File: src/rtl/dual_issue_sched.sv
// Dual-issue scheduler: routes a fetched instruction pair to the even/odd pipes,
// splitting the pair in program order when it cannot go out together.
module dual_issue_sched #(
  parameter int WORD = 32,
  parameter int REGW = 7,
  parameter int CNTW = 16
) (
  input  logic            clk,
  input  logic            reset,
  input  logic            flush,
  input  logic            v1,
  input  logic            v2,
  input  logic [WORD-1:0] instr1,
  input  logic [WORD-1:0] instr2,
  input  logic            pipe1,
  input  logic            pipe2,
  input  logic            wr1,
  input  logic            wr2,
  input  logic [REGW-1:0] rt1,
  input  logic [REGW-1:0] rt2,
  input  logic [REGW-1:0] ra2,
  input  logic [REGW-1:0] rb2,
  input  logic [REGW-1:0] rc2,
  input  logic [2:0]      use2,
  input  logic            haz1,
  input  logic            haz2,
  output logic            fetch_stall,
  output logic            even_valid,
  output logic            odd_valid,
  output logic [WORD-1:0] even_instr,
  output logic [WORD-1:0] odd_instr,
  output logic [CNTW-1:0] dual_cnt,
  output logic [CNTW-1:0] single_cnt,
  output logic [CNTW-1:0] stall_cnt
);

  localparam logic ST_PAIR   = 1'b0;
  localparam logic ST_SECOND = 1'b1;

  localparam logic [CNTW-1:0] CNT_ONE = {{(CNTW-1){1'b0}}, 1'b1};

  logic            state_q, state_d;
  logic            even_valid_q, even_valid_d;
  logic            odd_valid_q, odd_valid_d;
  logic [WORD-1:0] even_instr_q, even_instr_d;
  logic [WORD-1:0] odd_instr_q, odd_instr_d;
  logic [CNTW-1:0] dual_cnt_q, dual_cnt_d;
  logic [CNTW-1:0] single_cnt_q, single_cnt_d;
  logic [CNTW-1:0] stall_cnt_q, stall_cnt_d;

  logic raw_s, waw_s, conflict_s, dual_ok_s;
  logic issue1_s, issue2_s;
  logic stall_raw_s, fetch_stall_s;
  logic even1_s, even2_s, odd1_s, odd2_s;

  // Intra-pair dependence check: slot 2 may not read or overwrite slot 1's RT.
  always_comb begin
    raw_s = wr1 && ((use2[2] && (rt1 == ra2)) ||
                    (use2[1] && (rt1 == rb2)) ||
                    (use2[0] && (rt1 == rc2)));
    waw_s = wr1 && wr2 && (rt1 == rt2);
    conflict_s = raw_s || waw_s;
    dual_ok_s = v1 && v2 && (pipe1 != pipe2) && !conflict_s && !haz1 && !haz2;
  end

  // State register and all registered outputs/statistics.
  always_ff @(posedge clk) begin
    if (reset) begin
      state_q      <= ST_PAIR;
      even_valid_q <= 1'b0;
      odd_valid_q  <= 1'b0;
      even_instr_q <= {WORD{1'b0}};
      odd_instr_q  <= {WORD{1'b0}};
      dual_cnt_q   <= {CNTW{1'b0}};
      single_cnt_q <= {CNTW{1'b0}};
      stall_cnt_q  <= {CNTW{1'b0}};
    end else begin
      state_q      <= state_d;
      even_valid_q <= even_valid_d;
      odd_valid_q  <= odd_valid_d;
      even_instr_q <= even_instr_d;
      odd_instr_q  <= odd_instr_d;
      dual_cnt_q   <= dual_cnt_d;
      single_cnt_q <= single_cnt_d;
      stall_cnt_q  <= stall_cnt_d;
    end
  end

  // Next-state and per-slot issue decision; flush drops the pair without issuing.
  always_comb begin
    state_d  = state_q;
    issue1_s = 1'b0;
    issue2_s = 1'b0;
    if (flush) begin
      state_d = ST_PAIR;
    end else begin
      case (state_q)
        ST_PAIR: begin
          if (dual_ok_s) begin
            issue1_s = 1'b1;
            issue2_s = 1'b1;
            state_d  = ST_PAIR;
          end else if (v1 && !haz1) begin
            issue1_s = 1'b1;
            state_d  = v2 ? ST_SECOND : ST_PAIR;
          end else if (!v1 && v2 && !haz2) begin
            issue2_s = 1'b1;
            state_d  = ST_PAIR;
          end else begin
            state_d = ST_PAIR;
          end
        end
        ST_SECOND: begin
          if (!haz2) begin
            issue2_s = 1'b1;
            state_d  = ST_PAIR;
          end else begin
            state_d = ST_SECOND;
          end
        end
        default: begin
          state_d = ST_PAIR;
        end
      endcase
    end
  end

  // Fetch stall: high unless every valid slot of the presented pair completes now.
  always_comb begin
    stall_raw_s = 1'b0;
    case (state_q)
      ST_PAIR: begin
        if (v1) begin
          stall_raw_s = haz1 || (v2 && !dual_ok_s);
        end else begin
          stall_raw_s = v2 && haz2;
        end
      end
      ST_SECOND: begin
        stall_raw_s = haz2;
      end
      default: begin
        stall_raw_s = 1'b0;
      end
    endcase
    fetch_stall_s = stall_raw_s && !flush && !reset;
  end

  // Route issued slots to their pipes and update the statistics counters.
  always_comb begin
    even1_s = issue1_s && !pipe1;
    even2_s = issue2_s && !pipe2;
    odd1_s  = issue1_s && pipe1;
    odd2_s  = issue2_s && pipe2;

    even_valid_d = even1_s || even2_s;
    odd_valid_d  = odd1_s || odd2_s;

    if (even1_s) begin
      even_instr_d = instr1;
    end else if (even2_s) begin
      even_instr_d = instr2;
    end else begin
      even_instr_d = even_instr_q;
    end

    if (odd1_s) begin
      odd_instr_d = instr1;
    end else if (odd2_s) begin
      odd_instr_d = instr2;
    end else begin
      odd_instr_d = odd_instr_q;
    end

    if (issue1_s && issue2_s) begin
      dual_cnt_d = dual_cnt_q + CNT_ONE;
    end else begin
      dual_cnt_d = dual_cnt_q;
    end

    if (issue1_s ^ issue2_s) begin
      single_cnt_d = single_cnt_q + CNT_ONE;
    end else begin
      single_cnt_d = single_cnt_q;
    end

    if (fetch_stall_s) begin
      stall_cnt_d = stall_cnt_q + CNT_ONE;
    end else begin
      stall_cnt_d = stall_cnt_q;
    end
  end

  assign fetch_stall = fetch_stall_s;
  assign even_valid  = even_valid_q;
  assign odd_valid   = odd_valid_q;
  assign even_instr  = even_instr_q;
  assign odd_instr   = odd_instr_q;
  assign dual_cnt    = dual_cnt_q;
  assign single_cnt  = single_cnt_q;
  assign stall_cnt   = stall_cnt_q;

endmodule

File: config.mk
export PLATFORM = sky130hd
export DESIGN_NAME = dual_issue_sched
export DESIGN_NICKNAME = d
export VERILOG_FILES = /design/src/rtl/dual_issue_sched.sv
export SDC_FILE = /design/constraint.sdc
export NUM_CORES = 1
export LEC_CHECK = 0
export ABC_AREA = 1
export ABC_CLOCK_PERIOD_IN_PS = 3150
export CAP_MARGIN = 40
export CORE_MARGIN = 4
export CORE_UTILIZATION = 30
export CTS_CLUSTER_DIAMETER = 200
export DETAILED_ROUTE_END_ITERATION = 8
export DONT_BUFFER_PORTS = 1
export PLACE_DENSITY = 0.45
export SYNTH_ARGS = -nofsm -noshare
export SYNTH_HDL_FRONTEND = slang
export SYNTH_SLANG_ARGS = --single-unit
File: constraint.sdc
create_clock -name clk -period 3.15 [get_ports clk]
set_clock_uncertainty 0.2 [all_clocks]
set_input_delay 0.315 -clock clk [delete_from_list [all_inputs] [get_ports clk]]
set_output_delay 0.315 -clock clk [all_outputs]
set_load 0.02 [all_outputs]
==> impl_metrics.yaml <==
final_layout:
  fin_util_pct: 35.8
  drive_gt1_share_pct: 9.70
  insertedDiodeCount: 0
  fin_nets: 1228
  finalNonFillerCells: 1409
  area_delta_synth_final_pct: 17.5
synthesis:
  syn_nets: 1216
  synth-seq-cells: 115
  syn_area_per_cell_um2: 6.25
  synth-edff-count: 0
  synth_cell_types: 33
  ys.flop_type: "dfxtp_1"
  synth_commonest_cells: "nand2_1, inv_1, nor2_1"
  async_flop_share_pct: 0
  yosys.area.top_type_share_pct: 33.5
  seq_area_frac_synth_pct: 33.5
  yosys_warnings: 0
  synthesis.area_um2: 6870
  netlist_instances: 1099
  synth_most_common_cell: "nand2_1"
  synth_area_leaders: "dfxtp_1, nand2_1, inv_1, a21oi_1, nor2_1"
  yosysTopAreaCell: "dfxtp_1"
power_and_ir_drop:
  p_per_area_nw_per_um2: 509
  peakVddDrop_uv: 247
  leakagePower_uw: 0.00398
flow_run:
  cap_violations: 0
critical_path:
  arrival_ns: 2.86
  max_stage_delay_ns: 0.31
  cpMaxStageDelayCell: "ha_1"
  critPathBufInv: 3
  cp_max_fo: 5
  cpLargestDelayFamily: "simple AND/OR/NAND/NOR gates"
  path_class: "in -> reg"
  ff2ff_setup_slack_ns: 0.52
  worstSetupEndpointType: "flop"
  required_ns: 3.26
  crit_top_cell: "nand2_1"
  cp-start-kind: "primary input"
timing:
  finalCritPeriodShare_pct: 87.4
  finalMaxSlewViolations: 0
  rsz0062_at_grt: "no"
  worstMarginPinSlew_ns: 0.631
  setup_slack_ns: 0.398
  final.setup.tns_ns: 0
  min_period_ns: 2.75
  setup_viol: 0
  fmax_mhz: 363
  timing.final.hold_violations: 0
  maxSlewHeadroom_pct: 57.9
clock_network:
  cts_tree: "built"
  clk_transition_reported_paths_ns: 0.06
  cts-buffers-inserted: 17
  htree_levels: 4
  ctsLongestPathBuffers: 2
  clock_latency_ns: 0.42
  cts.sinks: 115
  cts_resized: 0
  cts_root_buf: "clkbuf_16"
status:
  status: "finished clean"
placed_design:
  gp_congestion: 0.829
  place_ws_ns: -0.0516
  dpl.cell_count: 1347
  dpl.hpwl_mm: 15.7
  portBuffers: 0
grt:
  grt_start_max_net_pins: 70
  grt_first_pass_wirelength_mm: 33.9
  grt_pass1_vias: 5974
  antenna_found_initial: 0
  grt_use_total_pct: 16.6
  grt-ovfl-total: 0
die:
  dieHeight_um: 159
  dieArea_um2: 25400
  die_w_um: 159
  core-area_um2: 22600
  start_util_pct: 30.4
  num_io_pins: 228
  rows: 55
detailed_routing:
  drtPass1Iterations: 4
  totalWireLength_mm: 21.6
  wl_per_cell_um: 15.3
  drtIter0Drc: 493
  routed_via_density: 4.62
  vias: 6504
  ant_nets: 0
  route.detailed.drc: 0
hold_path:
  hold_path.class: "in -> reg"
per-stage QoR:
stage	hold slack, ns	cell area, µm²	power, µW
6_report	0.0151	8080	4110
2_1_floorplan	0.327	6870	1950
3_5_place_dp	0.193	7150	2040
5_1_grt	0.00795	8080	4310
4_1_cts	0.000718	8060	4170
3_3_place_gp	0.192	7150	2040
layout by cell type, fill, tap and decap left out, types with 17 or more instances in the layout:
cell	n
nand2_1	277
inv_1	167
nor2_1	132
dfxtp_1	115
a21oi_1	102
o21ai_0	80
nand3_1	57
nand3_2	40
dlygate4sd3_1	29
nor3_1	20
clkbuf_16	17
routing by layer:
metal	part of all wire (%)	routed length (µm)	global-route usage (%)	vias to the layer above
met4	2.3	496	5.40	0
met5	0	0	0	-
met1	48	10400	23.0	2828
met3	8.1	1750	6.06	31
met2	41	8960	24.0	188
li1	-	-	-	3457
kinds of logic after synthesis:
family	count (synthesis)	share of synthesized area [%]
fa+ha+maj	4	0.728
xor+xnor	16	2.04
compound gates	189	13.9
buf+inv	232	14.3
simple gates	543	35.5
flops	115	33.5
timing repair:
item                      in CTS  in global routing
setup buffers                  0                  0
hold endpoints to repair      57                  0
hold buffers                  29                  0
path summary, 6_finish.rpt:
check / from / endpoint / cells past startpoint
setup / recovery: rt1[5] / single_cnt[14] / 27
hold / removal: instr2[30] / even_instr[30] / 4
setup reg to reg: state_q / single_cnt[14] / 17
hold reg to reg: single_cnt[8] / single_cnt[8] / 2
report_power, final:
group / total (µW) / switching (µW) / internal, µW
registers: 1630 / 117 / 1510
logic: 415 / 249 / 166
clock network: 2070 / 805 / 1270
state kept, by name, summed over array words and instances (netlist names):
name / count
state_q: 1
even_valid: 1
odd_valid: 1
dual_cnt: 16
single_cnt: 16
odd_instr: 32
stall_cnt: 16
even_instr: 32
tightest hold or removal path: cells and delay by family:
family	cells	cell delay [ns]
AOI/OAI and AO/OA	2	0.16
and+or+nand+nor	2	0.12
area by class of cell:
| cell class | count | area, µm² |
|---|---|---|
| tap | 285 | 357 |
| multi-input combinational | 752 | 3600 |
| sequential | 115 | 2300 |
| inverter | 175 | 657 |
| clock inverter | 15 | 191 |
| clock buffer | 17 | 425 |
| fill | 2503 | 14500 |
| timing repair buffer | 50 | 543 |
Note: power is estimated with default switching activity, not from simulation.
